[config.mk]
export PLATFORM = sky130hd
export DESIGN_NAME = wide_add_seq
export DESIGN_NICKNAME = d
export VERILOG_FILES = /design/src/rtl/wide_add_pkg.sv /design/src/rtl/wide_add_seq_adder.sv /design/src/rtl/wide_add_seq.sv
export SDC_FILE = /design/constraint.sdc
export NUM_CORES = 1
export LEC_CHECK = 0
export CORE_MARGIN = 2
export CORE_UTILIZATION = 25
export CTS_BUF_LIST = sky130_fd_sc_hd__clkbuf_4
export DETAILED_ROUTE_END_ITERATION = 8
export PLACE_DENSITY = 0.44
export SLEW_MARGIN = 20
export SYNTH_ARGS = -nofsm -noshare
export SYNTH_HDL_FRONTEND = slang
export SYNTH_SLANG_ARGS = --single-unit
[constraint.sdc]
create_clock -name clk -period 7.45 [get_ports clk]
set_input_delay 2.235 -clock clk [delete_from_list [all_inputs] [get_ports clk]]
set_output_delay 2.235 -clock clk [all_outputs]
set_load 0.01 [all_outputs]
[src/rtl/wide_add_pkg.sv]
// Shared types and constants for the byte-serial wide adder.
package wide_add_pkg;

    localparam int BYTE_W = 8;

    typedef enum logic [1:0] {
        S_IDLE,
        S_RUN,
        S_DONE
    } state_t;

endpackage

[src/rtl/wide_add_seq_adder.sv]
// 8-bit ripple-carry adder shared by the wide-add sequencer.
module adder (
    input  logic [7:0] a,
    input  logic [7:0] b,
    input  logic       cin,
    output logic [7:0] sum,
    output logic       cout
);

    // Ripple the carry through each bit position.
    always_comb begin
        logic carry;
        carry = cin;
        sum   = '0;
        for (int unsigned i = 0; i < 8; i++) begin
            sum[i] = a[i] ^ b[i] ^ carry;
            carry  = (a[i] & b[i]) | (carry & (a[i] ^ b[i]));
        end
        cout = carry;
    end

endmodule

[src/rtl/wide_add_seq.sv]
// Multi-precision adder: sums two NBYTES-byte operands one byte per clock
// through a single 8-bit adder, with valid/ready handshakes on both sides.
module wide_add_seq
    import wide_add_pkg::*;
#(
    parameter int NBYTES = 4
) (
    input  logic                     clk,
    input  logic                     rst,
    input  logic                     in_valid,
    output logic                     in_ready,
    input  logic [BYTE_W*NBYTES-1:0] in_a,
    input  logic [BYTE_W*NBYTES-1:0] in_b,
    input  logic                     in_cin,
    output logic                     out_valid,
    input  logic                     out_ready,
    output logic [BYTE_W*NBYTES-1:0] out_sum,
    output logic                     out_cout
);

    localparam int W     = BYTE_W * NBYTES;
    localparam int IDX_W = (NBYTES > 1) ? $clog2(NBYTES) : 1;
    localparam logic [IDX_W-1:0] LAST_IDX = IDX_W'(NBYTES - 1);

    state_t            state;
    state_t            state_next;
    logic [W-1:0]      a_reg;
    logic [W-1:0]      b_reg;
    logic              carry;
    logic [IDX_W-1:0]  idx;
    logic [BYTE_W-1:0] a_byte;
    logic [BYTE_W-1:0] b_byte;
    logic [BYTE_W-1:0] sum_byte;
    logic              cout_byte;
    logic              last_byte;

    assign last_byte = (idx == LAST_IDX);

    // Select the operand byte currently being added.
    always_comb begin
        a_byte = a_reg[idx*BYTE_W +: BYTE_W];
        b_byte = b_reg[idx*BYTE_W +: BYTE_W];
    end

    adder u_adder (
        .a    (a_byte),
        .b    (b_byte),
        .cin  (carry),
        .sum  (sum_byte),
        .cout (cout_byte)
    );

    // State register.
    always_ff @(posedge clk) begin
        if (rst) begin
            state <= S_IDLE;
        end else begin
            state <= state_next;
        end
    end

    // Next-state logic and input-side handshake.
    always_comb begin
        state_next = state;
        in_ready   = 1'b0;
        unique case (state)
            S_IDLE: begin
                in_ready = !rst;
                if (in_valid) begin
                    state_next = S_RUN;
                end
            end
            S_RUN: begin
                if (last_byte) begin
                    state_next = S_DONE;
                end
            end
            S_DONE: begin
                if (out_ready) begin
                    state_next = S_IDLE;
                end
            end
            default: state_next = S_IDLE;
        endcase
    end

    // Operand capture, byte-serial accumulation and result hand-off.
    always_ff @(posedge clk) begin
        if (rst) begin
            a_reg     <= '0;
            b_reg     <= '0;
            carry     <= 1'b0;
            idx       <= '0;
            out_sum   <= '0;
            out_cout  <= 1'b0;
            out_valid <= 1'b0;
        end else begin
            unique case (state)
                S_IDLE: begin
                    if (in_valid) begin
                        a_reg <= in_a;
                        b_reg <= in_b;
                        carry <= in_cin;
                        idx   <= '0;
                    end
                end
                S_RUN: begin
                    out_sum[idx*BYTE_W +: BYTE_W] <= sum_byte;
                    carry                         <= cout_byte;
                    if (last_byte) begin
                        // idx parks at the top byte so it never exceeds NBYTES-1.
                        out_cout  <= cout_byte;
                        out_valid <= 1'b1;
                    end else begin
                        idx <= idx + 1'b1;
                    end
                end
                S_DONE: begin
                    if (out_ready) begin
                        out_valid <= 1'b0;
                    end
                end
                default: ;
            endcase
        end
    end

endmodule
==> reports/results.txt <==
Status - complete, no violations
Die ar. - 18130 µm²
Setup TNS - 0 ns
Crit Path Class - input port to output pin
Max Buffers Root-to-Sink - 2
Initial antenna violation count - 0
P&R area growth vs syn - 30.29%
Site Rows - 47
Setup-failing EPs final - 0
Pre-CTS WS - 2.122 ns
Clock latency at the later pin of the worst-skew pair - 0.46 ns
Clk root buf - clkbuf_4
Routed WL - 11160 µm
Wire per inst - 14.64 µm
Max Slew Vio Count - 0
First-pass GRT wire length - 17800 µm
CP peak stage delay - 0.57 ns
Post-DP HPWL - 8010 µm
Core area - 16640 µm²
Final Worst Setup Slack - 2.144 ns
Hold slack - 0.4606 ns
Combinational power share - 0.152
Post-CTS Setup Bufs - 0
Placed cells - 746
Crit path launch type - input port
CP max-delay cell - clkdlybuf4s50_1
Synth warn - 0
Syn Inst Count - 450
Via Count - 3341
Die Wd - 134.6 µm
Clk pwr share - 0.272
Sw Pwr - 0.0002695 W
Gpl congestion - 0.7217
Largest net degree at the start of global routing - 85
Post-Syn Area - 4267 µm²
Number of flops mapped to enable cells by yosys - 0
Fmax - 0.1885 GHz
Hold WC Path Type - flip-flop to flip-flop
Min Clock Period, post-route - 5.306 ns
GRT Util Overall - 0.1263
Sequential area share after synthesis - 0.4833
Unique masters post-synth - 30
IO Pins - 104
Max_cap viols - 0
VDD IR max - 95.84 µV
TritonCTS Buffers - 9
Clock skew - 0.02083 ns
Critical path capture point type - output pin
Worst R2R Start - idx[0]
Vias per cell - 4.385
Vias in the first global route - 3334
Post-route clock period utilization - 0.7122
Remaining global-route overflow - 0
RSZ-0062 raised after global routing - no
Sw frac - 0.2636
TritonCTS clock tree - done
Setup slack of the most critical reg-to-reg path - 3.09 ns
Syn Area/Cell - 9.481 µm²
Fillers - 1749
WP data required - 5.22 ns
Non-filler cells, final - 762
Top FF cell, synth - dfxtp_1
Final net count - 620
Layout cell share with drive strength beyond 1 - 0.07579
Antenna Nets Post-Route - 0
#FFs+latches synth - 103
Tightest Pin Transition - 0.8756 ns
Drt initial violations - 227
Clk sink count - 103
Die height - 134.6 µm
Pwr dens - 183.9 nW/µm²
Leak pwr - 1.977 nW
Worst Path Arrival - 3.07 ns
DRT Pass-1 Iters - 7
CTS H-tree depth - 3
CP Launch Point - rst
Clock-pin slew on the worst setup and hold paths - 0.15 ns
Initial core utilization - 0.2564
Remaining DRCs - 0
Port buffer count - 103
Asr flop ratio synth - 0
Final hold viol count - 0
CP Cell Sequence - buf_2 -> nor3_1 -> clkdlybuf4s50_1
Crit-path max FO - 2
Syn_nets - 533
Worst slew margin - 0.4163
Pint - 0.0007528 W
# hold bufs at CTS - 0
Sequential power share - 0.576
Worst Min Path Start - b_reg[14]
Post_cts resized - 0
-- metrics by stage --
step / cell area, µm² / utilization / power (W)
finish: 5559 / 0.3340 / 0.001022
global route: 5557 / 0.3339 / 0.001075
CTS: 5557 / 0.3339 / 0.001037
detailed placement: 5431 / 0.3264 / 0.0007590
global placement: 5431 / 0.3264 / 0.0007574
floorplan: 4267 / - / 0.0006912
-- synthesized netlist by cell type, types with 2 or more instances --
library cell | instances | area, µm²
dfxtp_1 | 103 | 2062
inv_1 | 13 | 48.80
nand3_1 | 3 | 15.01
mux4_2 | 16 | 360.4
nand2_1 | 132 | 495.5
fa_1 | 8 | 160.2
a21oi_1 | 72 | 360.4
buf_4 | 2 | 15.01
buf_6 | 5 | 56.30
ha_1 | 6 | 75.07
nor2_1 | 10 | 37.54
buf_2 | 11 | 55.05
nor2b_1 | 5 | 31.28
a22o_1 | 32 | 280.3
nand2b_1 | 2 | 12.51
nor3_1 | 3 | 15.01
clkbuf_1 | 14 | 52.55
-- per-layer routing --
layer  up-vias  track usage  part of all wire
met4         0      0.03333             0.011
met1      1528       0.1834              0.52
met2        99       0.1867              0.42
met3        10      0.03116             0.052
li1       1704            -                 -
met5         -            0                 0
-- area by class of cell --
cell class	count	area, µm²	share of cell area
diodes	1	2.502	0.0004501
clock buffers	10	75.07	0.01350
clock inverters	5	50.05	0.009003
inverters	13	48.80	0.008778
multi-input cells	302	1982	0.3565
flip-flops and latches	103	2062	0.3709
well taps	220	275.3	0.04952
repair buffers	108	1064	0.1913
-- power groups by stage --
stage	Combinational, W	Sequential [W]	Clock, W
CTS	0.000159	0.000589	0.000290
finish	0.000156	0.000588	0.000278
global placement	0.000157	0.000600	0
global route	0.000174	0.000592	0.000309
floorplan	0.0000944	0.000597	0
detailed placement	0.000158	0.000601	0
-- path summary, 6_finish.rpt --
check                                   to  depth (start not counted)
worst min-delay path             b_reg[14]                          2
worst max register to register  out_sum[7]                         14
worst min register to register   b_reg[14]                          2
worst max-delay path              in_ready                          3
-- layout by cell type, fill, tap and decap left out --
master             n
a21oi_1           72
nor4_4             1
nor4_1             1
dfxtp_1          103
nand3_1            3
nand4bb_1          1
clkinvlp_4         1
fa_1               8
diode_2            1
clkinv_1           2
nand3b_1           1
and4_1             1
a22o_1            32
inv_1             13
nor3_1             3
bufinv_16          1
nor3b_2            2
mux2i_1            1
nor2b_1            5
nand4b_2           1
buf_4              5
nor2_1            10
ha_1               6
o31ai_1            1
clkdlybuf4s50_1  102
buf_2              1
a2bb2oi_1          1
mux4_2            16
or3b_2             2
clkinv_2           1
clkbuf_4          10
nand2_1          132
nand2b_1           2
-- cells by family (layout without fill, tap and decap cells) --
logic type / after synthesis / count (layout) / share of synthesized area
and+or+nand+nor: 165 / 165 / 0.1674
AOI/OAI and AO/OA: 106 / 106 / 0.1540
DFF: 103 / 103 / 0.4833
buffers and inverters: 45 / 136 / 0.05337
muxes: 17 / 17 / 0.08680
adders and majority gates: 14 / 14 / 0.05513
other: 0 / 1 / 0
-- worst max-delay path, delay by kind of cell --
family | cells | cell delay [ns]
buffers and inverters | 2 | 0.69
and+or+nand+nor | 1 | 0.14
No activity file was read; power rests on OpenSTA's default activity.
